File: src/rtl/shared_mul_arbiter_if.sv
// rtl/shared_mul_arbiter_if.sv - requester/result bundle for the shared multiplier arbiter
interface shared_mul_arbiter_if #(
    parameter int N_REQ  = 4,
    parameter int DATA_W = 16,
    parameter int TAG_W  = 2
) ();
    logic                      hold;
    logic [N_REQ-1:0]          req;
    logic [N_REQ*DATA_W-1:0]   a_in;
    logic [N_REQ*DATA_W-1:0]   b_in;
    logic [N_REQ-1:0]          gnt;
    logic                      res_valid;
    logic [TAG_W-1:0]          res_tag;
    logic [DATA_W-1:0]         res_data;
    logic                      busy;
    logic [15:0]               issue_cnt;

    modport master (
        output hold, req, a_in, b_in,
        input  gnt, res_valid, res_tag, res_data, busy, issue_cnt
    );

    modport slave (
        input  hold, req, a_in, b_in,
        output gnt, res_valid, res_tag, res_data, busy, issue_cnt
    );
endinterface

File: src/rtl/shared_mul_arbiter.sv
// rtl/shared_mul_arbiter.sv - round-robin arbiter feeding one pipelined multiplier
module shared_mul_arbiter #(
    parameter int N_REQ  = 4,
    parameter int DATA_W = 16,
    parameter int LAT    = 2,
    parameter int TAG_W  = 2
) (
    input  logic                clk,
    input  logic                rst,
    shared_mul_arbiter_if.slave bus
);
    logic [TAG_W-1:0]  rr_ptr;
    logic [N_REQ-1:0]  gnt_c;
    logic [TAG_W-1:0]  gnt_idx;
    logic              grant;
    logic [DATA_W-1:0] sel_a;
    logic [DATA_W-1:0] sel_b;
    logic [DATA_W-1:0] mul_a;
    logic [DATA_W-1:0] mul_b;
    logic [DATA_W-1:0] prod_lo;
    logic [TAG_W-1:0]  mul_tag;
    logic              mul_v;
    logic              stage_busy;
    logic              res_valid_q;
    logic [TAG_W-1:0]  res_tag_q;
    logic [DATA_W-1:0] res_data_q;
    logic [15:0]       issue_cnt_q;

    // Scan from rr_ptr upward, wrapping modulo N_REQ; first set request wins.
    always_comb begin
        gnt_c   = '0;
        gnt_idx = '0;
        grant   = 1'b0;
        if (!rst && !bus.hold) begin
            for (int k = 0; k < N_REQ; k++) begin
                if (!grant && bus.req[(int'(rr_ptr) + k) % N_REQ]) begin
                    grant   = 1'b1;
                    gnt_idx = TAG_W'((int'(rr_ptr) + k) % N_REQ);
                    gnt_c[(int'(rr_ptr) + k) % N_REQ] = 1'b1;
                end
            end
        end
    end

    always_comb begin
        sel_a = bus.a_in[int'(gnt_idx)*DATA_W +: DATA_W];
        sel_b = bus.b_in[int'(gnt_idx)*DATA_W +: DATA_W];
    end

    always_ff @(posedge clk or posedge rst) begin
        if (rst) begin
            rr_ptr      <= '0;
            issue_cnt_q <= '0;
        end else if (grant) begin
            rr_ptr      <= (int'(gnt_idx) == N_REQ-1) ? '0 : gnt_idx + 1'b1;
            issue_cnt_q <= issue_cnt_q + 16'd1;
        end
    end

    // Operands ride the pipe unmultiplied; the multiply sits in front of the result register.
    generate
        if (LAT == 1) begin : g_direct
            assign mul_a      = sel_a;
            assign mul_b      = sel_b;
            assign mul_tag    = gnt_idx;
            assign mul_v      = grant;
            assign stage_busy = 1'b0;
        end else begin : g_staged
            logic [LAT-2:0]             v_q;
            logic [LAT-2:0][TAG_W-1:0]  t_q;
            logic [LAT-2:0][DATA_W-1:0] a_q;
            logic [LAT-2:0][DATA_W-1:0] b_q;

            always_ff @(posedge clk or posedge rst) begin
                if (rst) begin
                    v_q <= '0;
                    t_q <= '0;
                    a_q <= '0;
                    b_q <= '0;
                end else begin
                    v_q[0] <= grant;
                    if (grant) begin
                        t_q[0] <= gnt_idx;
                        a_q[0] <= sel_a;
                        b_q[0] <= sel_b;
                    end
                    for (int s = 1; s < LAT-1; s++) begin
                        v_q[s] <= v_q[s-1];
                        if (v_q[s-1]) begin
                            t_q[s] <= t_q[s-1];
                            a_q[s] <= a_q[s-1];
                            b_q[s] <= b_q[s-1];
                        end
                    end
                end
            end

            assign mul_a      = a_q[LAT-2];
            assign mul_b      = b_q[LAT-2];
            assign mul_tag    = t_q[LAT-2];
            assign mul_v      = v_q[LAT-2];
            assign stage_busy = |v_q;
        end
    endgenerate

    // Low half of the full product is identical to a DATA_W-wide multiply.
    assign prod_lo = mul_a * mul_b;

    always_ff @(posedge clk or posedge rst) begin
        if (rst) begin
            res_valid_q <= 1'b0;
            res_tag_q   <= '0;
            res_data_q  <= '0;
        end else begin
            res_valid_q <= mul_v;
            if (mul_v) begin
                res_tag_q  <= mul_tag;
                res_data_q <= prod_lo;
            end
        end
    end

    assign bus.gnt       = gnt_c;
    assign bus.res_valid = res_valid_q;
    assign bus.res_tag   = res_tag_q;
    assign bus.res_data  = res_data_q;
    assign bus.busy      = res_valid_q | stage_busy;
    assign bus.issue_cnt = issue_cnt_q;
endmodule

File: src/flat_wrapper.sv
// flat-port wrapper written by rule: the top's interface ports become plain ports
module shared_mul_arbiter_flat 
#(
    parameter int N_REQ  = 4,
    parameter int DATA_W = 16,
    parameter int LAT    = 2,
    parameter int TAG_W  = 2
)
  (clk, rst, bus_hold, bus_req, bus_a_in, bus_b_in, bus_gnt, bus_res_valid, bus_res_tag, bus_res_data, bus_busy, bus_issue_cnt);
  shared_mul_arbiter_if #(.N_REQ(N_REQ), .DATA_W(DATA_W), .TAG_W(TAG_W)) bus_i ();
  input  logic clk;
  input  logic rst;
  input wire logic [$bits(bus_i.hold)-1:0] bus_hold;
  input wire logic [$bits(bus_i.req)-1:0] bus_req;
  input wire logic [$bits(bus_i.a_in)-1:0] bus_a_in;
  input wire logic [$bits(bus_i.b_in)-1:0] bus_b_in;
  output wire logic [$bits(bus_i.gnt)-1:0] bus_gnt;
  output wire logic [$bits(bus_i.res_valid)-1:0] bus_res_valid;
  output wire logic [$bits(bus_i.res_tag)-1:0] bus_res_tag;
  output wire logic [$bits(bus_i.res_data)-1:0] bus_res_data;
  output wire logic [$bits(bus_i.busy)-1:0] bus_busy;
  output wire logic [$bits(bus_i.issue_cnt)-1:0] bus_issue_cnt;
  assign bus_i.hold = bus_hold;
  assign bus_i.req = bus_req;
  assign bus_i.a_in = bus_a_in;
  assign bus_i.b_in = bus_b_in;
  assign bus_gnt = bus_i.gnt;
  assign bus_res_valid = bus_i.res_valid;
  assign bus_res_tag = bus_i.res_tag;
  assign bus_res_data = bus_i.res_data;
  assign bus_busy = bus_i.busy;
  assign bus_issue_cnt = bus_i.issue_cnt;
  shared_mul_arbiter #(.N_REQ(N_REQ), .DATA_W(DATA_W), .LAT(LAT), .TAG_W(TAG_W)) u_core (.clk(clk), .rst(rst), .bus(bus_i));
endmodule
File: config.mk
export PLATFORM = sky130hd
export DESIGN_NAME = shared_mul_arbiter_flat
export DESIGN_NICKNAME = d
export VERILOG_FILES = /design/src/rtl/shared_mul_arbiter_if.sv /design/src/rtl/shared_mul_arbiter.sv /design/src/flat_wrapper.sv
export SDC_FILE = /design/constraint.sdc
export NUM_CORES = 1
export LEC_CHECK = 0
export ABC_CLOCK_PERIOD_IN_PS = 6850
export BUFFER_PORTS_ARGS = -buffer_cell sky130_fd_sc_hd__clkbuf_2
export CELL_PAD_IN_SITES_DETAIL_PLACEMENT = 0
export CELL_PAD_IN_SITES_GLOBAL_PLACEMENT = 2
export CORE_MARGIN = 2
export CORE_UTILIZATION = 35
export DETAILED_ROUTE_END_ITERATION = 7
export HOLD_SLACK_MARGIN = 0.02
export PLACE_DENSITY = 0.81
export REMOVE_ABC_BUFFERS = 1
export SYNTH_ARGS = -nofsm -noshare
export SYNTH_HDL_FRONTEND = slang
export SYNTH_SLANG_ARGS = --single-unit
File: constraint.sdc
create_clock -name clk -period 6.85 [get_ports clk]
set_input_delay 1.0275 -clock clk [delete_from_list [all_inputs] [get_ports clk]]
set_output_delay 1.0275 -clock clk [all_outputs]
set_load 0.05 [all_outputs]
==> flow_summary.yaml <==
timing:
  tns_ns: 0
  drv_slew: 0
  hold_viol_final: 0
  skew_ns: 0.01341
  period_share_pct: 81.16
  setup_viol: 0
  min_period_ns: 5.560
  rsz0062_at_grt: "no"
  slew_headroom_pct: 25.39
  worst_pin_slew_ns: 1.119
  worst_slack_ns: 1.290
  fmax_mhz: 179.9
logic_synthesis:
  synthesis.instances: 853
  ys_ff_latch: 72
  synth-async-reset-ratio_pct: 100.0
  synth_edf_count: 0
  ys_warn_count: 0
  synth_cell_type_count: 51
  synth_area_sq_um: 8327
  ys_seq_area_share_pct: 21.64
  synthFlopType: "dfrtp_1"
  yosysTopAreaCell: "dfrtp_1"
  synth_top_area_share_pct: 21.64
  postSynthAreaPerCell_sq_um: 9.762
  synth_area_leaders: "dfrtp_1, fa_1, ha_1"
place:
  dp_cells: 1308
  dpl.hpwl_microns: 14770
  dp_slack_ns: 1.245
  port_buffers: 174
  postPlaceCellArea_sq_um: 9424
  routabilityCongestion: 0.8588
global_route:
  grt_pass1_wl_microns: 31290
  antenna_found_initial: 0
  grt_overflow: 0
  grt_max_degree: 73
  grt_pass1_vias: 6199
  grt_util_all_layers_pct: 15.99
run_status:
  status: "complete, no violations"
setup_path:
  r2r_cells: 17
  r2r-end: "u_core.bus.res_data[15]"
  r2r_start: "u_core.g_staged.b_q[1]"
  crit_required_ns: 7.04
  worstPathMaxFanout: 16
  cp.arrival_ns: 5.75
  start_kind: "flip-flop"
  critPathCaptureType: "flip-flop"
  crit_type: "flip-flop to flip-flop"
  reg2reg_setup_slack_ns: 1.29
detailed_routing:
  drc: 0
  drtIter0Drc: 285
  antenna_left: 0
  via_per_inst: 4.572
  wirelength_microns: 18740
  wl_per_cell_microns: 14.16
  vias: 6053
  dr.pass1.iters: 4
clock_tree:
  clock_path_buffers: 2
  cts_sinks: 72
  tritoncts: "built"
  cts_setup_buffers: 0
  cts_buffers: 9
  root_buffer: "clkbuf_16"
  path_clk_slew_ns: 0.07
  clk_latency_ns: 0.36
  cts.repair.resized: 0
  hold_buffers: 0
  htree_num_levels: 3
floorplan:
  io_pins: 175
  die_w_microns: 158.2
  start_util_pct: 35.58
  coreArea_sq_um: 23400
  rows: 56
  die_h_microns: 158.2
  dieArea_sq_um: 25040
min_path:
  hold_end: "u_core.g_staged.t_q[0]"
  hp-class: "flip-flop to flip-flop"
  hold_depth: 1
  hold_start: "u_core.g_staged.t_q[0]"
final_layout:
  syn_to_final_growth_pct: 16.74
  finish.net_count: 1273
  diodes: 0
  final_cell_mix: "clkbuf_2, inv_1, nand2_1, fa_1"
  layout_commonest_cell: "clkbuf_2"
  final_area_sq_um: 9721
  fillers: 2406
  final_cells: 1324
  drive_above_1_share_pct: 26.37
run:
  maxCapViolations: 0
-- layer usage --
metal / up-vias / GRT usage [%] / share of wire, % / routed length, microns
met5: - / 0 / 0 / 0
met4: 0 / 4.076 / 1.1 / 210
met3: 14 / 2.573 / 3.6 / 675
met2: 115 / 26.71 / 48 / 9061
met1: 2891 / 21.64 / 47 / 8797
li1: 3033 / - / - / -
-- flip-flops by register name, summed over array words and instances (netlist names) --
register              flops
u_core.g_staged.b_q      16
u_core.g_staged.v_q       1
u_core.bus.res_tag        2
u_core.rr_ptr             2
u_core.bus.res_data      16
u_core.bus.issue_cnt     16
u_core.g_staged.a_q      16
u_core.bus.res_valid      1
u_core.g_staged.t_q       2
-- synth_stat cells (all sizes together) (13+ instances only) --
| cell type | n |
|---|---|
| nand2 | 107 |
| mux2 | 46 |
| inv | 123 |
| and2 | 73 |
| buf | 13 |
| mux2i | 66 |
| nor2 | 20 |
| xnor2 | 42 |
| dfrtp | 72 |
| ha | 58 |
| fa | 80 |
| clkbuf | 29 |
| a21oi | 15 |
| o21ai | 38 |
-- how the worst max path moves through the flow --
stage | endpoint | start
global placement | u_core.bus.res_data[15] | u_core.g_staged.a_q[2]
detailed placement | u_core.bus.res_data[15] | u_core.g_staged.a_q[2]
floorplan | u_core.bus.res_data[15] | u_core.g_staged.b_q[6]
global route | u_core.bus.res_data[15] | u_core.g_staged.a_q[0]
CTS | u_core.bus.res_data[15] | u_core.g_staged.a_q[2]
finish | u_core.bus.res_data[15] | u_core.g_staged.b_q[1]
-- critical path, cell delays in order, from the launching register on --
cell     delay (ns)
dfrtp_1        0.73
and2_1         0.23
fa_1           0.45
fa_1           0.45
ha_1           0.23
fa_1           0.53
inv_1          0.05
fa_1           0.46
fa_1           0.54
inv_1          0.04
ha_1           0.32
or3_1          0.37
o21ai_0        0.21
o31ai_1        0.16
a21oi_1        0.26
a21oi_1        0.12
xnor2_1        0.16
a21oi_1        0.08
-- final cells by class --
class	count	area (sq um)	share of cell area, %
Timing Repair Buffer	178	900.9	9.268
Tap cell	319	399.1	4.106
Clock buffer	9	225.2	2.317
Multi-Input combinational cell	616	5859	60.28
Inverter	123	462.9	4.763
Sequential cell	72	1802	18.54
Clock inverter	7	71.32	0.7337
-- per-stage QoR --
| stage | util [%] | hold WS (ns) |
|---|---|---|
| global route | 41.54 | 0.4925 |
| floorplan | - | 0.4441 |
| finish | 41.54 | 0.4791 |
| detailed placement | 40.27 | 0.4653 |
| global placement | 40.27 | 0.4560 |
| CTS | 41.54 | 0.4822 |
-- kinds of logic (layout without fill, tap and decap cells) --
group	Yosys count	count (layout)	synth area share, %
fa+ha+maj	138	138	27.95
xor+xnor	52	52	5.635
buf+inv	165	317	8.144
compound gates	80	80	6.341
simple gates	230	230	13.84
mux	116	116	16.45
flops	72	72	21.64
Power is not shown: default switching activity piles up to over one toggle a cycle in this logic, so the estimate is an artifact.
